==> src/rtl/x4_spi_slave.sv <==
// x4_spi_slave: SPI mode-0 slave emulating the X4 register interface over a 2**ADDR_W x 8 register file.
// Define X4_SPI_FIFO_EN to map FIFO_ADDR onto a 16-deep emulated data FIFO.
module x4_spi_slave #(
    parameter int ADDR_W = 7,
    parameter int SYNC_STAGES = 2,
    parameter logic [ADDR_W-1:0] FIFO_ADDR = 7'h7F
) (
    input  logic              clk,
    input  logic              rst_n,
    input  logic              spi_sclk,
    input  logic              spi_cs,
    input  logic              spi_mosi,
    output logic              spi_miso,
    output logic              reg_wr_stb,
    output logic [ADDR_W-1:0] reg_wr_addr,
    output logic [7:0]        reg_wr_data,
    input  logic              loc_wr_en,
    input  logic [ADDR_W-1:0] loc_addr,
    input  logic [7:0]        loc_wdata,
    output logic [7:0]        loc_rdata,
    output logic              busy,
    output logic              frame_err,
    input  logic              loc_fifo_wr,
    input  logic [7:0]        loc_fifo_data,
    output logic [4:0]        fifo_level
);
    localparam int DEPTH = 2**ADDR_W;
    typedef enum logic [1:0] {IDLE, CMD, WDATA, RDATA} state_t;
    state_t state_q, state_d;
    logic [SYNC_STAGES-1:0][2:0] sync_q, sync_d;
    logic [2:0] pin_s;
    logic sclk_prev_q, cs_prev_q, sclk_rise, sclk_fall, cs_rise, cs_fall;
    logic [2:0] bit_cnt_q, bit_cnt_d;
    logic [6:0] shift_in_q, shift_in_d;
    logic [7:0] byte_in, shift_out_q, shift_out_d, shift_out_nx, snap_data;
    logic [ADDR_W-1:0] addr_q, addr_d, snap_addr, wr_addr_q, wr_addr_d;
    logic [7:0] wr_data_q, wr_data_d, loc_rdata_q;
    logic miso_q, miso_d, wr_stb_q, wr_stb_d, frame_err_q, frame_err_d, snap, hold;
    logic [7:0] mem_q [DEPTH];
    // cs synchroniser resets low so a frame already in progress at reset release never looks like a falling edge
    assign sync_d = {sync_q[SYNC_STAGES-2:0], {spi_sclk, spi_cs, spi_mosi}};
    assign pin_s = sync_q[SYNC_STAGES-1];
    assign sclk_rise = pin_s[2] & ~sclk_prev_q;
    assign sclk_fall = ~pin_s[2] & sclk_prev_q;
    assign cs_rise = pin_s[1] & ~cs_prev_q;
    assign cs_fall = ~pin_s[1] & cs_prev_q;
    assign byte_in = {shift_in_q, pin_s[0]};
    assign shift_out_d = snap ? snap_data : shift_out_nx;
`ifdef X4_SPI_FIFO_EN
    logic [7:0] fifo_q [16];
    logic [3:0] rd_ptr_q, rd_ptr_d, wr_ptr_q, wr_ptr_d;
    logic [4:0] level_q, level_d;
    logic pop, push;
    assign pop = snap && (snap_addr == FIFO_ADDR) && (level_q != 5'd0);
    assign push = loc_fifo_wr && ((level_q != 5'd16) || pop);
    assign rd_ptr_d = rd_ptr_q + {3'd0, pop};
    assign wr_ptr_d = wr_ptr_q + {3'd0, push};
    assign level_d = level_q + {4'd0, push} - {4'd0, pop};
    assign hold = addr_q == FIFO_ADDR;
    assign snap_data = (snap_addr != FIFO_ADDR) ? mem_q[snap_addr] : (level_q != 5'd0) ? fifo_q[rd_ptr_q] : 8'h00;
    assign fifo_level = level_q;
    always_ff @(posedge clk)
        if (push) fifo_q[wr_ptr_q] <= loc_fifo_data;
    always_ff @(posedge clk or negedge rst_n)
        if (!rst_n) begin
            rd_ptr_q <= '0;
            wr_ptr_q <= '0;
            level_q <= '0;
        end else begin
            rd_ptr_q <= rd_ptr_d;
            wr_ptr_q <= wr_ptr_d;
            level_q <= level_d;
        end
`else
    logic unused_fifo;
    assign unused_fifo = ^{loc_fifo_wr, loc_fifo_data, FIFO_ADDR};
    assign hold = 1'b0;
    assign snap_data = mem_q[snap_addr];
    assign fifo_level = 5'd0;
`endif
    always_comb begin
        state_d = state_q;
        bit_cnt_d = bit_cnt_q;
        shift_in_d = shift_in_q;
        shift_out_nx = shift_out_q;
        addr_d = addr_q;
        miso_d = miso_q;
        wr_stb_d = 1'b0;
        wr_addr_d = wr_addr_q;
        wr_data_d = wr_data_q;
        frame_err_d = 1'b0;
        snap = 1'b0;
        snap_addr = addr_q;
        if (state_q == IDLE) begin
            miso_d = 1'b0;
            bit_cnt_d = 3'd0;
            state_d = cs_fall ? CMD : IDLE;
        end else if (cs_rise) begin
            state_d = IDLE;
            miso_d = 1'b0;
            bit_cnt_d = 3'd0;
            frame_err_d = bit_cnt_q != 3'd0;
        end else if (sclk_rise) begin
            shift_in_d = byte_in[6:0];
            bit_cnt_d = bit_cnt_q + 3'd1;
            if (bit_cnt_q == 3'd7) begin
                if (state_q == CMD) begin
                    addr_d = byte_in[ADDR_W-1:0];
                    state_d = byte_in[7] ? RDATA : WDATA;
                    snap = byte_in[7];
                    snap_addr = byte_in[ADDR_W-1:0];
                end else if (state_q == WDATA) begin
                    wr_stb_d = !hold;
                    wr_addr_d = hold ? wr_addr_q : addr_q;
                    wr_data_d = hold ? wr_data_q : byte_in;
                    addr_d = addr_q + 1'b1;
                end else begin
                    addr_d = hold ? addr_q : addr_q + 1'b1;
                    snap = 1'b1;
                    snap_addr = addr_d;
                end
            end
        end else if (sclk_fall && state_q == RDATA) begin
            miso_d = shift_out_q[7];
            shift_out_nx = {shift_out_q[6:0], 1'b0};
        end
    end
    always_ff @(posedge clk or negedge rst_n)
        if (!rst_n) begin
            state_q <= IDLE;
            sync_q <= '0;
            sclk_prev_q <= 1'b0;
            cs_prev_q <= 1'b0;
            bit_cnt_q <= '0;
            shift_in_q <= '0;
            shift_out_q <= '0;
            addr_q <= '0;
            miso_q <= 1'b0;
            wr_stb_q <= 1'b0;
            wr_addr_q <= '0;
            wr_data_q <= '0;
            frame_err_q <= 1'b0;
            loc_rdata_q <= '0;
        end else begin
            state_q <= state_d;
            sync_q <= sync_d;
            sclk_prev_q <= pin_s[2];
            cs_prev_q <= pin_s[1];
            bit_cnt_q <= bit_cnt_d;
            shift_in_q <= shift_in_d;
            shift_out_q <= shift_out_d;
            addr_q <= addr_d;
            miso_q <= miso_d;
            wr_stb_q <= wr_stb_d;
            wr_addr_q <= wr_addr_d;
            wr_data_q <= wr_data_d;
            frame_err_q <= frame_err_d;
            loc_rdata_q <= mem_q[loc_addr];
        end
    // SPI write is applied after the local write so it wins a same-address collision
    always_ff @(posedge clk or negedge rst_n)
        if (!rst_n) begin
            for (int i = 0; i < DEPTH; i++) mem_q[i] <= '0;
        end else begin
            if (loc_wr_en) mem_q[loc_addr] <= loc_wdata;
            if (wr_stb_d) mem_q[wr_addr_d] <= wr_data_d;
        end
    assign spi_miso = miso_q;
    assign reg_wr_stb = wr_stb_q;
    assign reg_wr_addr = wr_addr_q;
    assign reg_wr_data = wr_data_q;
    assign loc_rdata = loc_rdata_q;
    assign busy = state_q != IDLE;
    assign frame_err = frame_err_q;
endmodule

==> config.mk <==
export PLATFORM = sky130hd
export DESIGN_NAME = x4_spi_slave
export DESIGN_NICKNAME = d
export VERILOG_FILES = /design/src/rtl/x4_spi_slave.sv
export SDC_FILE = /design/constraint.sdc
export NUM_CORES = 2
export LEC_CHECK = 0
export CORE_UTILIZATION = 45
export CTS_CLUSTER_DIAMETER = 40
export CTS_CLUSTER_SIZE = 28
export DETAILED_ROUTE_END_ITERATION = 10
export DONT_BUFFER_PORTS = 1
export HOLD_SLACK_MARGIN = 0.08
export PLACE_DENSITY = 0.64
export SYNTH_ARGS = -nofsm -noshare
export SYNTH_HDL_FRONTEND = slang
export SYNTH_SLANG_ARGS = --single-unit
==> constraint.sdc <==
create_clock -name clk -period 6.1 [get_ports clk]
set_input_delay 0.915 -clock clk [delete_from_list [all_inputs] [get_ports clk]]
set_output_delay 0.915 -clock clk [all_outputs]
set_load 0.05 [all_outputs]
==> results.md <==
- Comb pwr share: 8.9%
- CP Buf/Inv Count: 1
- Adder-cell share of the synthesized area: 0.0744%
- Final total power: 22.1 mW
- Pre-CTS worst setup slack: 807 ps
- GP Congestion: 1.04
- Initial antenna violation count: 25
- Die W: 389 µm
- Flop-to-flop setup slack: about 460 ps
- Total Wirelength: 312000 µm
- Setup-failing EPs final: 0
- Failing checks: capacitance limit
- Ys flop type: dfrtp_1
- Post-synth EDFFs: 0
- Area share of and/or/nand/nor cells after synthesis: 18.2%
- Total GRT Usage: 40.3%
- Initial core utilization: a little under half
- Vias: 67000
- Met1 usage: between 50 and 60%
- Clock Tree Buf Depth: 3
- Arr. time, crit path: roughly 6400 ps
- Vias/cell: approximately 6.9
- Seq/Total Area, Yosys: about 40%
- #FFs+latches synth: 1085
- Flop pwr share: 38.1%
- Nets: 7684
- Critical Path RT: slightly below 7000 ps
- Fmax: 177 MHz
- Worst setup path category: reg2reg
- Lkg Pwr: 32.5 nW
- Hold path depth: 0
- CTS tree: yes
- Setup TNS: 0 ps
- First-pass GRT wire length: 446000 µm
- R2R depth: 11
- Reg-to-reg critical path endpoint: shift_out_q[1]$_DFFE_PN0P_
- Routed WL per cell: 32.0 µm
- Worst path slowest cell: a21oi_4
- CP Cell Sequence: nor2_1 > a21o_1 > a21oi_4 > buf_4 > mux2i_1 > mux2i_1 > a32oi_1 > nand3_1 > a221oi_1 > a22oi_1 > and3_1
- Max_slew headroom: 1.26%
- Mapped Area: 0.0673 mm²
- Met3 Use GR: about 18%
- Cell mode on critical path: mux2i_1
- Fraction of met2 tracks used by global routing: 54.4%
- CTS HTree Levels: 4
- Unrepaired setup endpoints after global routing: false
- CTS buffer count: 195
- Synth Area in XOR/XNOR: 0.0130%
- Root Driver: clkbuf_16
- Fill cells: 13500
- Final period util: 92.4%
- Status: finished with violations
- Clk pwr share: 52.9%
- IO Pins: 62
- Worst-Skew Late Latency: 880 ps
- Synth warn: 0
- Largest net degree at the start of global routing: 257
- Drt drc: 0
- Max-cap viol count: 1
- Total grt overflow: 0
- CP delay by family, top: compound AO/OA/AOI/OAI gates
- GR peak layer: met2
- Post-CTS Setup Inserts: 0
- Compound-Gate Fraction of Synth Area: 19.2%
- Routed Antenna Nets: 0
- VDD IR max: 0.000295 V
- Hold Crit Start: spi_cs
- Commonest non-fill, non-tap cell in the layout: nand2_1
- CP max stage delay: 1190 ps
- Worst hold slack: 127 ps
- Multiplexer share of the synthesized area: 17.1%
- Post-layout min period: 5640 ps
- Max Slew Vio Count: 0
- Critical path peak fanout: 25
- Drt first pass iters: 10
- Unique masters post-synth: 80
- P_int: 16.0 mW
- Vias in the first global route: 61800
- DIE HEIGHT: 389 µm
- Worst-Margin Slew: 1470 ps
- Row count: 141
- Layout cells sized above 1: 8.98%
- Hold/Removal Path Class: in2reg
- Largest family of logic cells by synthesized area: compound AO/OA/AOI/OAI gates
- Post-route setup slack: between 400 and 500 ps
- Clk_skew: ~75 ps
- Area growth syn-to-layout: 12.8%
- CP Launch Type: flip-flop
- PD cells: 291 mW/mm²
- Worst r2r src: state_q[1]$_DFFE_PN0P_
- Hold Violations, Final: 0
- Syn_area_per_cell: 8.46 µm²
- Die area: 0.151 mm²
- Worst Setup End Kind: flip-flop
- NetSw: 6.08 mW
- Iteration-0 DRC Markers: 10500
- Most frequent cells in the layout: 1616 x nand2_1, 1092 x mux2i_1, 1084 x dfrtp_1, 646 x o21ai_0, 540 x nor2_1
- Clk slew on worst S/H paths: ~50 ps
- CORE AREA: 0.148 mm²
- Clock Sinks: approximately 1100
- Worst hold path endpoint: sync_d[4]$_DFF_PN0_
- Switching fraction of total power: 27.5%
- Cells after Synth: roughly 7900
- Port bufs: 0
- Hpwl dp: 193000 µm
- Asr flop ratio synth: 100%
- Fin util: 51.2%
cell type report:
cell class	instances	area (µm²)	share of cell area (%)
Antenna cell	11	27.5	0.0363
Sequential cell	1085	27200	35.8
Clock inverter	112	1700	2.24
Multi-Input combinational cell	6113	36900	48.7
Inverter	20	103	0.135
Clock buffer	250	5280	6.96
Tap cell	1930	2410	3.18
Timing Repair Buffer	235	2240	2.96
registers in the layout, summed over array words and instances, names as in the netlist:
register,count
reg_wr_stb,1
spi_miso,1
pin_s,3
reg_wr_addr,7
sclk_prev_q,1
shift_out_q,8
sync_d,3
loc_rdata,8
state_q,2
mem_q,1024
frame_err,1
addr_q,7
bit_cnt_q,3
reg_wr_data,8
cs_prev_q,1
shift_in_q,7
metal layers:
layer	part of all wire [%]	routed length, µm
met2	39	122000
met4	8.5	26600
met1	36	113000
met3	16	50000
met5	0.10	314
logic make-up (layout without fill, tap and decap cells):
logic type               count (synthesis)  in the layout
flip-flops                            1085           1085
XOR/XNOR                                 1              1
multiplexers                          1138           1138
adder cells (fa/ha/maj)                  4              4
other                                    1             16
buffers and inverters                  752            617
AND/OR/NAND/NOR                       2894           2894
AO/OA/AOI/OAI                         2071           2071
synthesized netlist by cell type, drive strengths merged (3+ instances only):
library cell,n,share of area [%]
mux2i,1095,16
a211oi,63,0.70
o2111ai,10,0.13
nand4,93,0.87
and3b,4,0.052
inv,20,0.12
or4,8,0.095
and2,9,0.084
o31ai,7,0.086
o22ai,4,0.037
mux2,42,0.70
o21ai,680,5.1
o221ai,4,0.078
buf,320,2.6
nor3,47,0.36
a21oi,499,3.7
a2111oi,4,0.061
a32oi,61,0.79
a22o,93,1.2
nor3b,6,0.067
a222oi,3,0.045
a221oi,105,1.4
ha,4,0.074
a32o,5,0.074
nor4,14,0.13
or3,3,0.028
nand3,374,2.8
dfrtp,1085,40
clkbuf,412,2.3
o211ai,26,0.29
a22oi,331,3.7
nor2,586,3.4
a311oi,35,0.46
a21o,5,0.058
a31oi,116,1.1
nand2,1616,9.0
nor2b,66,0.61
or2,3,0.028
a41oi,3,0.039
nand2b,10,0.10
and3,49,0.46
per-stage QoR:
stage          cells  area (µm²)
2_1_floorplan   7950       67300
3_3_place_gp    9379       68800
3_5_place_dp    9379       68800
4_1_cts         9744       75800
5_1_grt         9745       75800
6_report        9756       75800
repair_timing:
action	4_1_cts	5_1_grt
endpoints found under the hold margin	3	0
gates resized for setup	0	0
hold buffers	3	0
power groups by stage:
stage / combinational (mW) / sequential, mW / clock, mW
detailed placement: 1.88 / 8.49 / 0
global route: 2.12 / 8.47 / 12.0
floorplan: 1.32 / 8.27 / 0
CTS: 1.89 / 8.38 / 11.7
global placement: 1.83 / 8.47 / 0
finish: 1.97 / 8.42 / 11.7
worst register-to-register path, cell delays in order (launching register included):
cell and delay [ps]:
dfrtp_1 880, nor2_1 210, a21o_1 470, a21oi_4 1200
buf_4 450, mux2i_1 260, mux2i_1 170, a32oi_1 210
nand3_1 550, a221oi_1 740, a22oi_1 200, and3_1 210
worst max-delay path by stage:
| stage | start | endpoint | slack (ps) | cells after the start |
|---|---|---|---|---|
| after floorplan | bit_cnt_q[0]$_DFFE_PN0P_ | shift_out_q[7]$_DFFE_PN0P_ | 3010 | 15 |
| after global placement | state_q[1]$_DFFE_PN0P_ | shift_out_q[4]$_DFFE_PN0P_ | 910 | 11 |
| after detailed placement | state_q[1]$_DFFE_PN0P_ | shift_out_q[4]$_DFFE_PN0P_ | 810 | 11 |
| after CTS | state_q[1]$_DFFE_PN0P_ | shift_out_q[4]$_DFFE_PN0P_ | 790 | 11 |
| after global routing | state_q[1]$_DFFE_PN0P_ | shift_out_q[4]$_DFFE_PN0P_ | 530 | 11 |
| final | state_q[1]$_DFFE_PN0P_ | shift_out_q[1]$_DFFE_PN0P_ | 460 | 11 |
Power figures use the tool's default switching activity.
